`src/rtl/axis_width_pack.sv`:
```
`timescale 1ns/1ps
`default_nettype none
// ============================================================================
//  Module      : axis_width_pack
//  Description : AXI-Stream width packer. Gathers R = OWIDTH/IWIDTH narrow
//                beats into one wide word (first beat in lane 0). A word is
//                closed early by tlast; unfilled lanes carry zero data and
//                zero keep. One accumulator plus one registered output word,
//                latency one cycle, full throughput under m_axis_tready=1.
//                IWIDTH must be a multiple of 8 and OWIDTH a multiple of
//                IWIDTH with at least two lanes.
//  Revision    : 1.0 - initial release
// ============================================================================
module axis_width_pack #(
    parameter int IWIDTH = 32,
    parameter int OWIDTH = 256
) (
    input  logic                clk,
    input  logic                resetn,
    // narrow input stream
    input  logic                s_axis_tvalid,
    output logic                s_axis_tready,
    input  logic [IWIDTH-1:0]   s_axis_tdata,
    input  logic [IWIDTH/8-1:0] s_axis_tkeep,
    input  logic                s_axis_tlast,
    // wide output stream
    output logic                m_axis_tvalid,
    input  logic                m_axis_tready,
    output logic [OWIDTH-1:0]   m_axis_tdata,
    output logic [OWIDTH/8-1:0] m_axis_tkeep,
    output logic                m_axis_tlast
);

    localparam int c_lanes   = OWIDTH / IWIDTH;
    localparam int c_ikeep_w = IWIDTH / 8;
    localparam int c_okeep_w = OWIDTH / 8;
    localparam int c_cnt_w   = $clog2(c_lanes);
    localparam logic [c_cnt_w-1:0] c_last_lane = c_cnt_w'(c_lanes - 1);

    // ACC: filling the accumulator. HOLD: accumulator holds a finished
    // (tlast-terminated) word that could not move because the output is busy.
    typedef enum logic [0:0] {
        ST_ACC  = 1'b0,
        ST_HOLD = 1'b1
    } state_t;

    state_t                r_state;
    state_t                w_state_next;

    logic [c_cnt_w-1:0]    r_cnt;
    logic [OWIDTH-1:0]     r_acc_data;
    logic [c_okeep_w-1:0]  r_acc_keep;
    logic                  r_acc_last;

    logic                  r_out_valid;
    logic [OWIDTH-1:0]     r_out_data;
    logic [c_okeep_w-1:0]  r_out_keep;
    logic                  r_out_last;

    logic                  w_out_free;
    logic                  w_s_ready;
    logic                  w_accept;
    logic                  w_load_out;
    logic                  w_enter_hold;
    logic [OWIDTH-1:0]     w_merge_data;
    logic [c_okeep_w-1:0]  w_merge_keep;
    logic                  w_merge_last;

    // The output register can take a new word if it is empty or draining now.
    assign w_out_free = ~r_out_valid | m_axis_tready;
    assign w_accept   = s_axis_tvalid & w_s_ready;

    // State register.
    always_ff @(posedge clk or negedge resetn) begin
        if (!resetn) begin
            r_state <= ST_ACC;
        end else begin
            r_state <= w_state_next;
        end
    end

    // Next state, input ready and datapath control. Ready depends only on
    // state, lane count and the output side, never on the input beat.
    always_comb begin
        w_state_next = r_state;
        w_s_ready    = 1'b0;
        w_load_out   = 1'b0;
        w_enter_hold = 1'b0;
        case (r_state)
            ST_ACC: begin
                w_s_ready = (r_cnt != c_last_lane) | w_out_free;
                if (s_axis_tvalid && w_s_ready &&
                    ((r_cnt == c_last_lane) || s_axis_tlast)) begin
                    if (w_out_free) begin
                        w_load_out = 1'b1;
                    end else begin
                        // only reachable for an early tlast: lane R-1 waits
                        // for out_free before it is accepted at all
                        w_enter_hold = 1'b1;
                        w_state_next = ST_HOLD;
                    end
                end
            end
            ST_HOLD: begin
                if (w_out_free) begin
                    w_load_out   = 1'b1;
                    w_state_next = ST_ACC;
                end
            end
            default: begin
                w_state_next = ST_ACC;
            end
        endcase
    end

    // Accumulator contents with the current beat (if accepted) in lane cnt.
    always_comb begin
        w_merge_data = r_acc_data;
        w_merge_keep = r_acc_keep;
        for (int k = 0; k < c_lanes; k++) begin
            if (w_accept && (r_cnt == c_cnt_w'(k))) begin
                w_merge_data[k*IWIDTH +: IWIDTH]       = s_axis_tdata;
                w_merge_keep[k*c_ikeep_w +: c_ikeep_w] = s_axis_tkeep;
            end
        end
        w_merge_last = w_accept ? s_axis_tlast : r_acc_last;
    end

    // Accumulator, lane counter and output word register.
    always_ff @(posedge clk or negedge resetn) begin
        if (!resetn) begin
            r_cnt       <= '0;
            r_acc_data  <= '0;
            r_acc_keep  <= '0;
            r_acc_last  <= 1'b0;
            r_out_valid <= 1'b0;
            r_out_data  <= '0;
            r_out_keep  <= '0;
            r_out_last  <= 1'b0;
        end else begin
            if (w_load_out) begin
                r_out_valid <= 1'b1;
                r_out_data  <= w_merge_data;
                r_out_keep  <= w_merge_keep;
                r_out_last  <= w_merge_last;
                r_acc_data  <= '0;
                r_acc_keep  <= '0;
                r_acc_last  <= 1'b0;
                r_cnt       <= '0;
            end else begin
                if (r_out_valid && m_axis_tready) begin
                    r_out_valid <= 1'b0;
                end
                if (w_accept) begin
                    r_acc_data <= w_merge_data;
                    r_acc_keep <= w_merge_keep;
                    r_acc_last <= w_merge_last;
                    // lane count freezes while the finished word waits
                    if (!w_enter_hold) begin
                        r_cnt <= r_cnt + c_cnt_w'(1);
                    end
                end
            end
        end
    end

    assign s_axis_tready = w_s_ready;
    assign m_axis_tvalid = r_out_valid;
    assign m_axis_tdata  = r_out_data;
    assign m_axis_tkeep  = r_out_keep;
    assign m_axis_tlast  = r_out_last;

endmodule
`default_nettype wire

```
`config.mk`:
```
export PLATFORM = sky130hd
export DESIGN_NAME = axis_width_pack
export DESIGN_NICKNAME = d
export VERILOG_FILES = /design/src/rtl/axis_width_pack.sv
export SDC_FILE = /design/constraint.sdc
export NUM_CORES = 1
export LEC_CHECK = 0
export ABC_AREA = 1
export CAP_MARGIN = 10
export CORE_MARGIN = 3
export CORE_UTILIZATION = 50
export CTS_CLUSTER_SIZE = 24
export DETAILED_ROUTE_END_ITERATION = 10
export HOLD_SLACK_MARGIN = 0.12
export PLACE_DENSITY_LB_ADDON = 0.15
export SLEW_MARGIN = 20
export SYNTH_ARGS = -nofsm -noshare
export SYNTH_HDL_FRONTEND = slang
export SYNTH_SLANG_ARGS = --single-unit
export TNS_END_PERCENT = 10
```
`constraint.sdc`:
```
create_clock -name clk -period 4.2 [get_ports clk]
set_input_delay 0.42 -clock clk [delete_from_list [all_inputs] [get_ports clk]]
set_output_delay 0.42 -clock clk [all_outputs]
set_load 0.05 [all_outputs]
```
# == Word-level counts from Yosys, hierarchy flattened ==
# Cells that the tools add are included.
# totals
ff_bits,583
output_inout_bits,291
elab_cells,76
# op_classes
n_addsub,1
n_eq_ne,9
bitwise,5
muxes,36
reduce_logical,16
# op_table
op,count
two-way mux 256 bit,2
two-way mux 32 bit,10
two-way mux 4 bit,8
== test 3 bit (second input constant),4
logical AND 1 bit,11
two-way mux 1 bit,11
two-way mux 3 bit,3
== test 3 x 2 -> 1 bit (second input constant),2
one-hot mux 1 bit (2 select lines),2
nonzero test 2 bit,2
adder 3 x 1 -> 3 bit (second input constant),1
== test 3 x 1 -> 1 bit (second input constant),1
zero test 3 bit,1
inequality test 3 bit (second input constant),1
inequality test 2 bit (second input constant),1
NOT 1 bit,2
OR 1 bit,2
AND reduction 2 bit,1
bitwise AND 1 bit,1
logical OR 1 bit,1

# == Logic depth before layout (Yosys ltp) ==
# Gate-level depths: netlist (run 1).
# logic_depth
ltp_word,10
mapped_depth,12
depth_no_buf,11

# == Least setup slack after synthesis (run 1) ==
# Ideal clock, no wire load.
# synth_path
path_type,reg-to-reg
startpoint,register r_cnt[0]
endpoint,register r_out_data[2] (netlist: m_axis_tdata[2])
slack_ns,2.190
path_buffers,1
path_stages_with_launch,10
t_required_ns,4.082
synth_period_minus_slack_ns,2.010
arrival_ns,1.892
cell_sequence,dfrtp_1 ha_1 ha_1 nand3_2 nand3_4 nor2_8 buf_2 nand2_1 nand3_1 nand2_1
# synth_between
elab_chain_len,6
elab_cells_between_ends,13
# synth_lines
item,line,rtl
"start, declared",50,logic [c_cnt_w-1:0] r_cnt;
"start signal, assigned",160,r_cnt <= r_cnt + c_cnt_w'(1);
inequality test 3 bit,91,w_s_ready = (r_cnt != c_last_lane) | w_out_free;
OR 1 bit,91,
logical AND 1 bit / two-way mux 1 bit (equally long branches),"92, 89",
logical AND 1 bit / bitwise AND 1 bit (equally long branches),"92, 71",
two-way mux 1 bit / logical AND 1 bit (equally long branches),"92, 121",
one-hot mux 1 bit (2 select lines) / two-way mux 32 bit (equally long branches),"89, 121",
"end signal, assigned",143,r_out_data <= w_merge_data;
"end, declared",56,logic [OWIDTH-1:0] r_out_data;
# Parallel ways exist; a longest one is shown, timed or not.
# A chain may end at the register's enable or synchronous reset.

# == Worst setup path after layout (run 1) ==
# layout_path
startpoint,register r_cnt[0]
endpoint,register r_out_data[21] (netlist: m_axis_tdata[21])
# The elaborated chain is that of the path after synthesis.

==> flow_summary.yaml, run 1 <==
setup_path:
  cp-startpoint: "r_cnt[0]$_DFFE_PN0P_"
  crit_path_end: "m_axis_tdata[21]$_DFFE_PN0P_"
  r2r-start: "r_cnt[0]$_DFFE_PN0P_"
  r2r_setup_slack_ps: 1170
  r2r_cells: 9
  path_buf_inv: 1
  cp.depth: 9
  cp.arrival_ps: 3560
  cp_cell_sequence: "ha_1 -> ha_1 -> nand3_2 -> nand3_4 -> nor2_8 -> inv_2 -> nand2_1 -> nand3_1 -> nand2_1"
  worstReg2RegEnd: "m_axis_tdata[21]$_DFFE_PN0P_"
  cp_top_family: "simple AND/OR/NAND/NOR gates"
  cp-end-kind: "flip-flop"
  path_class: "flip-flop to flip-flop"
  cp_max_fo: 37
  critPathSlowestCell: "nor2_8"
  required_ps: 4730
  slowest_delay_ps: 630
  cp-start-kind: "flip-flop"
clock_tree:
  cts_buffers: 60
  cts_root_buf: "clkbuf_16"
  cts_setup_buffers: 0
  cts_tree: "built"
  postCtsHoldBufs: 1
  clock_latency_ps: 610
  cts_buffer_depth: 3
  htree_levels: 2
  cts.sinks: 583
  clk_pin_slew_worst_paths_ps: 60
  cts-resized-gates: 0
sta:
  finalSetupTns_ps: 0
  slew_headroom_pct: 32.52
  fin_worst_skew_ps: 24.06
  finalCritPeriodShare_pct: 72.09
  setup_viol: 0
  worst_pin_slew_ps: 1012
  holdWs_ps: 477.6
  slew_violations: 0
  max_freq_mhz: 330.3
  timing_hold_violations_final: 0
  finalCriticalPeriod_ps: 3028
  rsz0062_at_grt: "false"
floorplan:
  fp.dieW_um: 228.8
  start_util_pct: 50.72
  pin_count: 332
  dieArea_um2: 52370
  rows: 81
  die_y_um: 228.8
  core-area_um2: 48950
place:
  dpl.hpwl_mm: 43.61
  port_buffers: 331
  dp.cells: 3950
  gp_congestion: 0.8426
route:
  wl_per_cell_um: 17.14
  via_count: 20577
  drc: 0
  dr.pass1.iters: 6
  drt_iter0_drc: 1661
  drt-total-wl_mm: 69.65
  ant_nets: 0
  via_per_inst: 5.064
cells_and_area:
  n_fill_cell: 4199
  final_cells: 4063
  final_util_pct: 62.65
  layout_commonest_cell: "nand2_1"
  final_cell_mix: "nand2_1 (1,427), dfrtp_1 (583), clkdlybuf4s50_1 (330)"
  area_delta_synth_final_pct: 23.52
  diodes: 0
  layout.nets: 3396
  drive_gt1_share_pct: 4.648
yosys:
  synth_edf_count: 0
  syn_area_per_cell_um2: 8.098
  yosysWarnings: 0
  ys_types: 20
  synth_area_um2: 24830
  async_flop_share_pct: 100.0
  ys_ff_latch: 583
  synth_cells: 3066
  synthesis.nets: 3113
  ys_seq_area_share_pct: 58.76
  ys.flop_type: "dfrtp_1"
flow_run:
  drv_cap: 0
global_route:
  grt_pass1_vias: 19726
  grt_overflow: 0
  grt_max_degree: 187
  grt.total_usage_pct: 26.52
  grt_pass1_wl_mm: 109.8
  antenna_found_initial: 0
status:
  outcome: "complete, no violations"
power:
  vdd_drop_max_mv: 0.4696
  power_mw: 16.72
  p_leak_nw: 16.62
  powerDensity_nw_per_um2: 545.2
min_path:
  hp-class: "flip-flop to flip-flop"
==> worst min path at each step <==
stage | startpoint | cells past startpoint | to
2_1_floorplan | resetn | 0 | m_axis_tdata[0]$_DFFE_PN0P_
3_3_place_gp | m_axis_tdata[223]$_DFFE_PN0P_ | 2 | m_axis_tdata[223]$_DFFE_PN0P_
3_5_place_dp | m_axis_tdata[224]$_DFFE_PN0P_ | 2 | m_axis_tdata[224]$_DFFE_PN0P_
4_1_cts | m_axis_tdata[41]$_DFFE_PN0P_ | 2 | m_axis_tdata[41]$_DFFE_PN0P_
5_1_grt | m_axis_tdata[173]$_DFFE_PN0P_ | 2 | m_axis_tdata[173]$_DFFE_PN0P_
6_report | m_axis_tdata[181]$_DFFE_PN0P_ | 2 | m_axis_tdata[181]$_DFFE_PN0P_
==> cells by family after synthesis <==
group           synth area share (%)
compound gates                0.7660
fa+ha+maj                     0.3024
buf+inv                        7.952
flops                          58.76
simple gates                   32.22
==> area by class of cell <==
| cell class | instances | area, um2 | area share, % |
|---|---|---|---|
| Clock buffer | 81 | 1732 | 5.646 |
| Clock inverter | 31 | 322.8 | 1.053 |
| Inverter | 310 | 1171 | 3.819 |
| Multi-Input combinational cell | 2029 | 8272 | 26.97 |
| Sequential cell | 583 | 14590 | 47.57 |
| Tap cell | 664 | 830.8 | 2.709 |
| Timing Repair Buffer | 365 | 3751 | 12.23 |
==> registers in the layout (all words and copies together) (netlist names) <==
register	flops
r_acc_data	256
r_state	1
m_axis_tdata	256
m_axis_tkeep	32
m_axis_tlast	1
r_acc_last	1
r_acc_keep	32
r_cnt	3
m_axis_tvalid	1
==> metal layers <==
metal  GRT usage (%)  share of wire, %
met3           5.658               7.3
met4           8.275               3.1
met2           42.94                47
met1           36.13                43
met5               0                 0
==> worst reg2reg max path: cells and delay by family (launching register included) <==
kind | cells | cell delay, ps
adders and majority gates | 2 | 470
buffers and inverters | 1 | 530
DFF | 1 | 410
and+or+nand+nor | 6 | 1540
==> synthesized netlist by cell type (6+ instances only) <==
cell | instances | area (um2)
buf_6 | 21 | 236.5
nor2_8 | 7 | 140.1
and2_1 | 36 | 225.2
buf_2 | 87 | 435.4
ha_1 | 6 | 75.07
nand2_1 | 1428 | 5360
inv_2 | 8 | 30.03
nor2_1 | 256 | 960.9
clkbuf_1 | 33 | 123.9
o21ai_0 | 38 | 190.2
dfrtp_1 | 583 | 14590
inv_1 | 301 | 1130
nand3_1 | 253 | 1266
==> power breakdown <==
| group | internal, mW | switching [mW] | total, mW |
|---|---|---|---|
| sequential | 6.39 | 0.456 | 6.85 |
| clock | 3.25 | 2.24 | 5.49 |
| combinational | 1.30 | 3.09 | 4.38 |
==> per-stage QoR <==
| step | area [um2] | setup slack (ps) |
|---|---|---|
| floorplan | 24830 | 2190 |
| global placement | 28600 | 1273 |
| detailed placement | 28600 | 1211 |
| CTS | 30670 | 1179 |
| global route | 30670 | 999.7 |
| finish | 30670 | 1172 |
Power figures use the tool's default switching activity.
==> inputs of run 2 (changes only) <==
- clock period: 4.2 -> 2.65 ns (I/O delays scaled with it)
==> flow_summary.yaml, run 2 (same netlist as run 1, synthesis figures left out) <==
status:
  outcome: "complete, no violations"
clock_tree:
  clock_latency_ps: 610
  cts_tree: "built"
  htree_levels: 2
  clk_pin_slew_worst_paths_ps: 60
  cts_buffer_depth: 3
  cts_buffers: 58
  cts_root_buf: "clkbuf_16"
  cts.sinks: 583
global_route:
  grt.total_usage_pct: 26.67
  grt_overflow: 0
  grt_max_degree: 111
  antenna_found_initial: 1
  grt_pass1_wl_mm: 110.2
  grt_pass1_vias: 19662
cells_and_area:
  regArea_um2: 14590
  final_util_pct: 62.94
  layout.nets: 3417
  n_fill_cell: 4123
  final_cell_mix: "nand2_1 (1,427), dfrtp_1 (583), clkdlybuf4s50_1 (329)"
  diodes: 0
  multi_input_area_um2: 8272
  final_area_um2: 30810
  drive_gt1_share_pct: 4.952
  layout_commonest_cell: "nand2_1"
  area_delta_synth_final_pct: 24.09
  final_cells: 4077
sta:
  finalSetupTns_ps: 0
  setup_viol: 0
  timing_hold_violations_final: 0
  max_freq_mhz: 405.8
  rsz0062_at_grt: "true"
  slew_headroom_pct: 42.09
  slew_violations: 0
  finalCriticalPeriod_ps: 2464
  worst_pin_slew_ps: 867.4
  setup_slack_ps: 185.6
  fin_worst_skew_ps: 16.22
  finalCritPeriodShare_pct: 92.99
route:
  drc: 0
  via_per_inst: 5.062
  wl_per_cell_um: 17.19
  drt_iter0_drc: 1899
  dr.pass1.iters: 5
  via_count: 20638
  ant_nets: 0
  drt-total-wl_mm: 70.07
setup_path:
  cp-start-kind: "flip-flop"
  path_class: "flip-flop to flip-flop"
  cp.arrival_ps: 3010
  cp-end-kind: "flip-flop"
  r2r_setup_slack_ps: 190
  cp_max_fo: 70
  required_ps: 3200
min_path:
  hp-class: "primary input to asynchronous set/reset pin"
floorplan:
  dieArea_um2: 52370
  fp.dieW_um: 228.8
  pin_count: 332
  core-area_um2: 48950
  rows: 81
  start_util_pct: 50.72
  die_y_um: 228.8
flow_run:
  drv_cap: 0
place:
  dpl.hpwl_mm: 45.43
  post_dp_cell_area_um2: 28890
  port_buffers: 331
  pre_cts_slack_ps: 120.6
  gp_congestion: 0.8240
  dp.cells: 3973
power:
  p_leak_nw: 16.70
  powerDensity_nw_per_um2: 847.0
  vdd_drop_max_mv: 0.5669
-- run 2: changes by cell type in the layout (fill, tap and decap cells not counted), sizes merged --
cell           delta
buf              +24
clkbuf            +4
inv               +2
clkdlybuf4s50     -1
bufinv            -3
clkinv            -8
clkinvlp          -4
-- run 2: area by class of cell --
class	count	share of cell area (%)
clock buffers	85	5.596
clock inverters	18	0.5929
inverters	310	3.818
multi-input cells	2029	26.85
flip-flops and latches	583	47.35
well taps	664	2.697
repair buffers	388	13.09
-- run 2: report_power, final --
group | switching, mW | leakage [nW] | internal (mW)
sequential | 0.685 | 7.89 | 10.1
clock | 3.47 | 0.940 | 4.78
combinational | 4.92 | 7.87 | 2.11
-- run 2: final timing paths --
kind,end,start,cells after the start
worst max-delay path,m_axis_tdata[82]$_DFFE_PN0P_,r_cnt[0]$_DFFE_PN0P_,11
worst min-delay path,m_axis_tdata[171]$_DFFE_PN0P_,resetn,2
worst max register to register,m_axis_tdata[82]$_DFFE_PN0P_,r_cnt[0]$_DFFE_PN0P_,11
worst min register to register,m_axis_tdata[52]$_DFFE_PN0P_,m_axis_tdata[52]$_DFFE_PN0P_,2
max in group asynchronous,m_axis_tdata[154]$_DFFE_PN0P_,resetn,3
min in group clk,r_acc_last$_DFFE_PN0P_,s_axis_tlast,5
-- run 2: worst max-delay path, stage by stage (launching register included) --
cell and delay (ps):
dfrtp_1 420, ha_1 250, ha_1 270, nor2_1 130, nor2_1 60, nand2_1 70, nand2_1 110, nand2_4 160
buf_12 320, buf_12 330, nand2_1 100, nand2_1 80
-- run 2: layer usage --
metal	routed length, um	up-vias	global-route usage [%]
met5	7	-	0
met3	5104	114	4.611
li1	-	9820	-
met1	30630	10005	37.83
met4	1758	2	7.569
met2	32570	697	42.71
-- run 2: repair_timing --
item,4_1_cts,5_1_grt
gates resized for setup,0,4
buffers inserted,0,0
hold endpoints to repair,65,0
hold buffers,1,0
setup endpoints to repair,0,78
-- run 2: metrics by stage --
step | total power [mW] | hold WS [ps]
4_1_cts | 26.26 | 239.8
6_report | 26.10 | 230.8
2_1_floorplan | 15.38 | -30.59
5_1_grt | 27.26 | 250.7
3_3_place_gp | 17.85 | 293.9
3_5_place_dp | 17.99 | 286.5
==> inputs of run 3 (changes only) <==
- CORE_UTILIZATION: 50 -> 40
- REMOVE_ABC_BUFFERS: not set -> 1
==> flow_summary.yaml, run 3 (same netlist as run 1, synthesis figures left out) <==
route:
  ant_nets: 0
  dr.pass1.iters: 6
  via_per_inst: 4.778
  wl_per_cell_um: 17.05
  drt-total-wl_mm: 72.63
  drc: 0
  via_count: 20353
  drt_iter0_drc: 1514
clock_tree:
  clk_pin_slew_worst_paths_ps: 60
  cts_root_buf: "clkbuf_16"
  cts_buffer_depth: 3
  clock_latency_ps: 610
  cts.sinks: 583
  cts_tree: "built"
  cts-resized-gates: 0
  cts_buffers: 60
  htree_levels: 2
sta:
  timing_hold_violations_final: 0
  setup_viol: 0
  max_freq_mhz: 409.1
  rsz0062_at_grt: "false"
  fin_worst_skew_ps: 14.55
  finalCriticalPeriod_ps: 2445
  worst_pin_slew_ps: 732.9
  finalCritPeriodShare_pct: 92.25
  slew_violations: 0
  slew_headroom_pct: 50.99
global_route:
  antenna_found_initial: 1
  grt_overflow: 0
  grt_pass1_vias: 19558
  grt.total_usage_pct: 22.40
  grt_pass1_wl_mm: 112.5
  grt_max_degree: 107
cells_and_area:
  final_cell_mix: "nand2_1 (1,427), dfrtp_1 (583), clkdlybuf4s50_1 (329)"
  area_delta_synth_final_pct: 26.11
  diodes: 0
  layout_commonest_cell: "nand2_1"
  layout.nets: 3434
  final_util_pct: 51.39
  drive_gt1_share_pct: 5.216
  n_fill_cell: 5641
setup_path:
  cp_top_family: "simple AND/OR/NAND/NOR gates"
  path_class: "flip-flop to flip-flop"
  critPathSlowestCell: "dfrtp_1"
  cp-start-kind: "flip-flop"
  required_ps: 3140
  cp_max_fo: 13
  path_buf_inv: 1
  cp_cell_sequence: "ha_1 -> ha_1 -> nand3_2 -> nand3_4 -> nor2_8 -> buf_4 -> nand2_1 -> nand3_1 -> nand2_1"
  cp-end-kind: "flip-flop"
  r2r-start: "r_cnt[0]$_DFFE_PN0P_"
  slowest_delay_ps: 420
  cp.arrival_ps: 2930
  cp-startpoint: "r_cnt[0]$_DFFE_PN0P_"
place:
  dpl.hpwl_mm: 46.45
  port_buffers: 331
  gp_congestion: 0.7944
power:
  powerDensity_nw_per_um2: 843.9
  p_sw_mw: 9.163
  pwr-share-clk_pct: 32.1
  internal_power_mw: 17.26
  power_mw: 26.42
  vdd_drop_max_mv: 0.5024
  power.share.sequential_pct: 41.2
  p_leak_nw: 16.85
  p_comb_share_pct: 26.7
  switching_share_pct: 34.68
floorplan:
  die_y_um: 255.1
  dieArea_um2: 65090
  start_util_pct: 40.75
  core-area_um2: 60920
  rows: 90
  pin_count: 332
  fp.dieW_um: 255.1
status:
  outcome: "complete, no violations"
min_path:
  hp-class: "primary input to asynchronous set/reset pin"
flow_run:
  drv_cap: 0
run 3: changes by cell type in the layout (fill, tap and decap cells not counted), sizes merged:
| cell | delta |
|---|---|
| buf | +15 |
| clkbuf | +10 |
| clkinv | -3 |
| clkinvlp | -2 |
| inv | -2 |
| bufinv | +1 |
run 3: timing repair:
| item | CTS | global route |
|---|---|---|
| endpoints found under the hold margin | 52 | 0 |
| setup buffers | 0 | 0 |
| hold buffers | 1 | 0 |
| endpoints found under the setup margin | 0 | 0 |
run 3: final timing paths:
| check | to | slack [ps] | depth (start not counted) |
|---|---|---|---|
| min reg2reg | m_axis_tdata[248]$_DFFE_PN0P_ | 480 | 2 |
| max in group asynchronous | m_axis_tdata[241]$_DFFE_PN0P_ | 1450 | 3 |
| min | m_axis_tdata[198]$_DFFE_PN0P_ | 250 | 2 |
| max | m_axis_tdata[13]$_DFFE_PN0P_ | 210 | 9 |
| max reg2reg | m_axis_tdata[13]$_DFFE_PN0P_ | 210 | 9 |
| min in group clk | m_axis_tdata[248]$_DFFE_PN0P_ | 480 | 2 |
run 3: area by class of cell:
| type | instances | area, um2 | share of cell area, % |
|---|---|---|---|
| Inverter | 310 | 1171 | 3.741 |
| Timing Repair Buffer | 403 | 4284 | 13.68 |
| Multi-Input combinational cell | 2029 | 8272 | 26.42 |
| Tap cell | 828 | 1036 | 3.309 |
| Sequential cell | 583 | 14590 | 46.60 |
| Clock buffer | 95 | 1794 | 5.731 |
| Clock inverter | 12 | 162.7 | 0.5195 |
run 3: per-stage QoR:
stage          hold slack (ps)  cells  cell area (um2)   TNS, ps  setup slack [ps]
6_report                 246.5   4260            31310         0             205.5
5_1_grt                  274.4   4260            31310         0             45.22
4_1_cts                  256.2   4260            31310         0             201.2
3_5_place_dp             319.6   4152            29340         0             234.3
3_3_place_gp             338.5   4152            29340         0             270.5
2_1_floorplan           -30.59   2922            24020  -6807350            -12400
run 3: layer usage:
metal  wire length, um  part of all wire, %  GRT usage [%]  up-vias
met5                20                0.028              0        -
met4              1963                  2.7          6.483        2
met3              4047                  5.6          3.729      116
met2             34680                   48          36.31      543
met1             31930                   44          31.23     9847
li1                  -                    -              -     9845
run 3: power groups by stage:
stage | logic [mW] | clock network [mW] | registers, mW
2_1_floorplan | 2.05 | 0 | 13.2
4_1_cts | 7.14 | 8.67 | 10.9
5_1_grt | 7.68 | 9.05 | 11.0
6_report | 7.06 | 8.47 | 10.9
3_5_place_dp | 7.11 | 0 | 11.0
3_3_place_gp | 7.03 | 0 | 11.0
